--- src/rtl/connect4_renderer.sv ---
// connect4_renderer: pixel renderer for a 7x6 Connect-4 board on a 640x480 VGA raster.
//
// Ports:
//   clk, reset          - pixel clock; asynchronous active-high reset
//   x_in, y_in          - current pixel column / line from the timing generator
//   video_on            - visible-area flag aligned with x_in/y_in
//   hsync_in, vsync_in  - sync pulses aligned with x_in/y_in
//   board               - 42 cells x 2 bits, cell i = row*7+col (00/11 empty, 01 P1, 10 P2)
//   win_mask            - bit i marks cell i as part of the winning line
//   cursor_col          - preview column 0..6, 7 = no preview
//   player              - current player (0 = P1, 1 = P2)
//   rgb                 - {R,G,B} 4 bits each, 3 clk after the pixel
//   hsync_out/vsync_out - sync pulses delayed 3 clk to match rgb
//   frame_start         - one-clk pulse when the shadow registers load
//
// Build option: define WIN_BLINK_EN to blink winning discs with a 64-frame period;
// otherwise winning discs are drawn steady white.
module connect4_renderer (
  input  logic        clk,
  input  logic        reset,
  input  logic [9:0]  x_in,
  input  logic [9:0]  y_in,
  input  logic        video_on,
  input  logic        hsync_in,
  input  logic        vsync_in,
  input  logic [83:0] board,
  input  logic [41:0] win_mask,
  input  logic [2:0]  cursor_col,
  input  logic        player,
  output logic [11:0] rgb,
  output logic        hsync_out,
  output logic        vsync_out,
  output logic        frame_start
);

  // Shadow copies: rendering only ever looks at these, so mid-frame input changes cannot tear.
  logic [83:0] board_sh_q;
  logic [41:0] win_sh_q;
  logic [2:0]  cur_sh_q;
  logic        player_sh_q;
  logic        edge_prev_q;
  logic        frame_start_q;
  logic        edge_now_s;
  logic        fs_d;
`ifdef WIN_BLINK_EN
  logic [5:0]  fcnt_q;
`endif

  // Frame edge: first clk on which the raster sits at (0,480).
  always_comb begin
    edge_now_s = (x_in == 10'd0) && (y_in == 10'd480);
    fs_d       = edge_now_s && !edge_prev_q;
  end

  // Edge history, frame_start pulse, shadow load and frame counter.
  always_ff @(posedge clk or posedge reset) begin
    if (reset) begin
      edge_prev_q   <= 1'b0;
      frame_start_q <= 1'b0;
      board_sh_q    <= 84'd0;
      win_sh_q      <= 42'd0;
      cur_sh_q      <= 3'd0;
      player_sh_q   <= 1'b0;
`ifdef WIN_BLINK_EN
      fcnt_q        <= 6'd0;
`endif
    end else begin
      edge_prev_q   <= edge_now_s;
      frame_start_q <= fs_d;
      if (fs_d) begin
        board_sh_q  <= board;
        win_sh_q    <= win_mask;
        cur_sh_q    <= cursor_col;
        player_sh_q <= player;
`ifdef WIN_BLINK_EN
        fcnt_q      <= fcnt_q + 6'd1;
`endif
      end
    end
  end

  // ---------------- Stage 1: region decode and disc-centre offsets ----------------
  logic [9:0]        xo_s, yo_s;
  logic              in_x_s, in_board_d, in_strip_d;
  logic [2:0]        col_d, row_d;
  logic signed [6:0] dx_d, dy_d;
  logic              von1_q, board1_q, strip1_q;
  logic [2:0]        col1_q, row1_q;
  logic signed [6:0] dx1_q, dy1_q;

  // Offsets wrap for pixels left of / above the board, so one unsigned compare covers both bounds.
  always_comb begin
    xo_s       = x_in - 10'd96;
    yo_s       = y_in - 10'd64;
    in_x_s     = (xo_s <= 10'd447);
    in_board_d = in_x_s && (yo_s <= 10'd383);
    in_strip_d = in_x_s && (y_in <= 10'd63);
    col_d      = xo_s[8:6];
    if (in_board_d) begin
      row_d = yo_s[8:6];
    end else begin
      row_d = 3'd0;
    end
    // yo_s[5:0] equals y_in[5:0], so the strip shares the board's dy formula.
    dx_d = $signed({1'b0, xo_s[5:0]}) - 7'sd32;
    dy_d = $signed({1'b0, yo_s[5:0]}) - 7'sd32;
  end

  // Stage 1 registers.
  always_ff @(posedge clk or posedge reset) begin
    if (reset) begin
      von1_q   <= 1'b0;
      board1_q <= 1'b0;
      strip1_q <= 1'b0;
      col1_q   <= 3'd0;
      row1_q   <= 3'd0;
      dx1_q    <= 7'sd0;
      dy1_q    <= 7'sd0;
    end else begin
      von1_q   <= video_on;
      board1_q <= in_board_d;
      strip1_q <= in_strip_d;
      col1_q   <= col_d;
      row1_q   <= row_d;
      dx1_q    <= dx_d;
      dy1_q    <= dy_d;
    end
  end

  // ---------------- Stage 2: squared radius and cell lookup ----------------
  logic [5:0]         idx_s;
  logic signed [11:0] dxe_s, dye_s;
  logic [11:0]        sq_d;
  logic [1:0]         code_d;
  logic               win_d, prev_d;
  logic               von2_q, board2_q, strip2_q, win2_q, prev2_q, pl2_q;
  logic [11:0]        sq2_q;
  logic [1:0]         code2_q;
`ifdef WIN_BLINK_EN
  logic               blank2_q;
`endif

  // Sum kept 12 bits wide so the cell corner (-32,-32) reads 2048 rather than wrapping to 0.
  always_comb begin
    idx_s  = ({3'd0, row1_q} * 6'd7) + {3'd0, col1_q};
    dxe_s  = 12'(dx1_q);
    dye_s  = 12'(dy1_q);
    sq_d   = $unsigned(dxe_s * dxe_s) + $unsigned(dye_s * dye_s);
    code_d = 2'b00;
    win_d  = 1'b0;
    for (int i = 0; i < 42; i++) begin
      if (idx_s == 6'(i)) begin
        code_d = board_sh_q[2*i +: 2];
        win_d  = win_sh_q[i];
      end else begin
        code_d = code_d;
      end
    end
    // Cursor value 7 never matches a strip column (0..6), which suppresses the preview.
    prev_d = strip1_q && (col1_q == cur_sh_q);
  end

  // Stage 2 registers.
  always_ff @(posedge clk or posedge reset) begin
    if (reset) begin
      von2_q   <= 1'b0;
      board2_q <= 1'b0;
      strip2_q <= 1'b0;
      sq2_q    <= 12'd0;
      code2_q  <= 2'b00;
      win2_q   <= 1'b0;
      prev2_q  <= 1'b0;
      pl2_q    <= 1'b0;
`ifdef WIN_BLINK_EN
      blank2_q <= 1'b0;
`endif
    end else begin
      von2_q   <= von1_q;
      board2_q <= board1_q;
      strip2_q <= strip1_q;
      sq2_q    <= sq_d;
      code2_q  <= code_d;
      win2_q   <= win_d;
      prev2_q  <= prev_d;
      pl2_q    <= player_sh_q;
`ifdef WIN_BLINK_EN
      blank2_q <= fcnt_q[5];
`endif
    end
  end

  // ---------------- Stage 3: colour selection ----------------
  logic        disc_s;
  logic [11:0] base_s, rgb_d;
  logic [11:0] rgb_q;
  logic [2:0]  hs_q, vs_q;

  // Colour priority: blanking, board background, disc contents, preview, black.
  always_comb begin
    disc_s = (sq2_q <= 12'd676);
    case (code2_q)
      2'b01:   base_s = 12'hF00;
      2'b10:   base_s = 12'hFF0;
      default: base_s = 12'h000;
    endcase
    rgb_d = 12'h000;
    if (!von2_q) begin
      rgb_d = 12'h000;
    end else if (board2_q) begin
      if (!disc_s) begin
        rgb_d = 12'h00F;
      end else if (base_s == 12'h000) begin
        rgb_d = 12'h000;
      end else if (win2_q) begin
`ifdef WIN_BLINK_EN
        rgb_d = blank2_q ? 12'h000 : base_s;
`else
        rgb_d = 12'hFFF;
`endif
      end else begin
        rgb_d = base_s;
      end
    end else if (strip2_q && disc_s && prev2_q) begin
      rgb_d = pl2_q ? 12'hFF0 : 12'hF00;
    end else begin
      rgb_d = 12'h000;
    end
  end

  // Output colour register and 3-deep sync delay lines.
  always_ff @(posedge clk or posedge reset) begin
    if (reset) begin
      rgb_q <= 12'h000;
      hs_q  <= 3'd0;
      vs_q  <= 3'd0;
    end else begin
      rgb_q <= rgb_d;
      hs_q  <= {hs_q[1:0], hsync_in};
      vs_q  <= {vs_q[1:0], vsync_in};
    end
  end

  assign rgb         = rgb_q;
  assign hsync_out   = hs_q[2];
  assign vsync_out   = vs_q[2];
  assign frame_start = frame_start_q;

endmodule

--- config.mk ---
export PLATFORM = sky130hd
export DESIGN_NAME = connect4_renderer
export DESIGN_NICKNAME = d
export VERILOG_FILES = /design/src/rtl/connect4_renderer.sv
export SDC_FILE = /design/constraint.sdc
export NUM_CORES = 1
export LEC_CHECK = 0
export BUFFER_PORTS_ARGS = -buffer_cell sky130_fd_sc_hd__buf_2
export CAP_MARGIN = 40
export CORE_MARGIN = 1.5
export CORE_UTILIZATION = 54
export DETAILED_ROUTE_END_ITERATION = 6
export GPL_TIMING_DRIVEN = 0
export PLACE_DENSITY = 0.76
export RECOVER_POWER = 50
export SLEW_MARGIN = 20
export SYNTH_ARGS = -nofsm -noshare
export SYNTH_HDL_FRONTEND = slang
export SYNTH_SLANG_ARGS = --single-unit
--- constraint.sdc ---
create_clock -name clk -period 7.9 [get_ports clk]
set_clock_uncertainty 0.05 [all_clocks]
set_input_delay 0.79 -clock clk [delete_from_list [all_inputs] [get_ports clk]]
set_output_delay 0.79 -clock clk [all_outputs]
set_load 0.1 [all_outputs]
==> reports/results.txt <==
Clock sink total = 182
Via count = 8014
Pleak = 6.58 nW
Clock Pin Slew Worst Setup and Hold Paths = 0.07 ns
Setup ws final = 2.29 ns
Starting Density = 0.551
Global-route wire length before repair = 43900 um
Number of port buffers = 169
Total Routing Usage GR = 0.266
Max-slew headroom = -1.42
Post-synth EDFFs = 0
VDD IR max = 0.234 mV
Final setup viols = 0
RSZ-0062 raised after global routing = false
Min cycle time layout = 5.61 ns
Top cell by count, worst path = fa_1
WL/cell = 19.2 um
Std-Cell Rows = 52
CTS-repair resized insts = 0
Final hold viol count = 0
Critical path startpoint category = flop
Post-synth ARST share = 1.00
CTS buffer count = 17
Synth Instances = 952
Initial antenna violation count = 2
Worst hold start = hs_q[1]
Distinct cell type count after synthesis = 67
Clk_lat worst skew = 0.44 ns
Crit path kind = reg -> reg
Max Cap Viol = 2
Crit path largest cell delay = 0.55 ns
H-tree depth = 4
Placed Instances = 1393
Commonest non-fill, non-tap cell in the layout = buf_2
Hold-fix buffers at CTS = 0
Vias in the first global route = 8361
Crit path required time = 8.15 ns
Run status = finished with violations
Mapped Nets = 1225
Commonest non-fill, non-tap cells in the layout = buf_2 (186), dfrtp_1 (182), mux2_2 (140)
Total congestion overflow = 0
Die ar. = 0.0215 mm2
CTS tree = done
Bufs on Longest Clock Path = 2
Most used DFF post-synth = dfrtp_1
Via-per-instance ratio = 5.62
Root buf cell = clkbuf_16
Worst-path maximum fanout = 8
Io pins = 170
Routability cong. = 0.964
Worst-margin pin slew = 3.61 ns
Max Freq = 178 MHz
Post-route DRC = 0
DP Worst Slack = 2.33 ns
Drt pass-1 iters = 6
Final period utilization = 0.710
Final instance area = 0.0129 mm2
DP Area = 0.0124 mm2
Failing checks = max-capacitance violations, max-slew violations
Met2 Track Usage GR = 0.406
Flops & latches, synth = 182
Met3 Use GR = 0.0722
DP HPWL = 21100 um
Yosys warning total = 0
Area Growth Syn to Fin = 16.0%
Setup TNS = 0 ns
Die W = 147 um
R2R Path Start = dy1_q[5]
Global route hottest layer = met2
HP Class = reg -> reg
Met1 GRT Util = 0.374
Final Non-Filler Cells = 1427
Core Footprint = 0.0202 mm2
Initial drt markers = 673
PwrDens = 266 mW/mm2
Die Y = 147 um
Worst Path Arrival = 5.86 ns
Setup crit end kind = flop
ANT nets after route = 0
Layout cells sized above 1 = 0.340
Worst path cell trace = clkbuf_1, nand2_1, inv_1, fa_1, inv_1, fa_1, fa_1, fa_1, fa_1, inv_1, fa_1, ha_1, a21oi_1, o21bai_1, a21oi_1, o21ai_0, xnor2_1
Seq/Total Area, Yosys = 0.409
WL final = 27300 um
Design Power = 0.00343 W
Largest net degree at the start of global routing = 98
Final slew viol count = 185
Nets = 1415
Post-CTS Repair Setup Buffers = 0
Synthesized area per cell = 11.7 um2
Critical Path Start = dy1_q[5]
CP max-delay cell = fa_1
Mapped Area = 0.0111 mm2
-- state kept, by name (all words and copies together) (netlist names), 6 cells and up --
name / count
dx1_q: 6
sq2_q: 12
board_sh_q: 84
dy1_q: 6
win_sh_q: 42
-- path summary, 6_finish.rpt --
path | cells after the start | slack [ns] | to
min reg2reg | 0 | 0.30 | hs_q[2]
max in group asynchronous | 3 | 2.98 | board_sh_q[35]
min | 0 | 0.30 | hs_q[2]
max | 17 | 2.29 | sq2_q[11]
max reg2reg | 17 | 2.29 | sq2_q[11]
min in group asynchronous | 2 | 1.36 | dy1_q[3]
-- synth_stat cells (6+ instances only) --
| master | count | share of area |
|---|---|---|
| a21oi_1 | 32 | 0.014 |
| fa_1 | 68 | 0.12 |
| nor2_1 | 53 | 0.018 |
| and3_1 | 6 | 0.0034 |
| mux2i_1 | 15 | 0.013 |
| dfrtp_1 | 182 | 0.41 |
| nor2b_1 | 7 | 0.0039 |
| nor3_1 | 10 | 0.0045 |
| nand3_1 | 9 | 0.0040 |
| buf_2 | 28 | 0.013 |
| o21ai_0 | 29 | 0.013 |
| buf_4 | 16 | 0.011 |
| mux2_2 | 140 | 0.14 |
| nand2b_1 | 10 | 0.0056 |
| ha_1 | 50 | 0.056 |
| nand2_1 | 42 | 0.014 |
| xnor2_1 | 27 | 0.021 |
| a211oi_1 | 9 | 0.0061 |
| and2_1 | 17 | 0.0095 |
| nor4_1 | 7 | 0.0039 |
| inv_1 | 89 | 0.030 |
| o22ai_1 | 10 | 0.0056 |
| xor2_1 | 8 | 0.0063 |
-- cell families after synthesis --
| kind of cell | after synthesis | share of synthesized area |
|---|---|---|
| AO/OA/AOI/OAI | 138 | 0.0847 |
| XOR/XNOR | 37 | 0.0304 |
| adder cells (fa/ha/maj) | 118 | 0.178 |
| buffers and inverters | 138 | 0.0550 |
| flip-flops | 182 | 0.409 |
| multiplexers | 159 | 0.163 |
| AND/OR/NAND/NOR | 180 | 0.0795 |
-- layer usage --
layer	wire length [um]	part of all wire	vias to the layer above
met2	12600	0.46	351
met3	2300	0.084	44
met1	11900	0.44	3965
met5	0	0	-
met4	557	0.020	0
li1	-	-	3654
-- power by group --
part           total, W  switching [W]  internal, W
Combinational   0.00155       0.000883     0.000671
Sequential      0.00101      0.0000198     0.000993
Clock          0.000865       0.000400     0.000465
-- layout make-up --
cell class / count / area [um2]
antenna: 2 / 5.00
buffer: 49 / 279
clock buffer: 20 / 457
clock inverter: 12 / 140
fill: 1633 / 7310
inverter: 89 / 335
multi-input combinational: 632 / 5980
sequential: 182 / 4550
tap: 270 / 338
timing repair buffer: 171 / 841
-- critical path: cells and delay by family (launching register included) --
family,cells,cell delay (ns)
fa+ha+maj,7,3.24
buf+inv,4,0.76
compound gates,4,0.69
flops,1,0.33
simple gates,1,0.26
xor+xnor,1,0.14
-- through the flow --
stage,hold WS (ns),utilization
6_report,0.298,0.639
5_1_grt,0.308,0.639
4_1_cts,0.302,0.641
3_5_place_dp,0.286,0.611
3_3_place_gp,0.284,0.609
2_1_floorplan,0.281,-
Power figures use the tool's default switching activity.
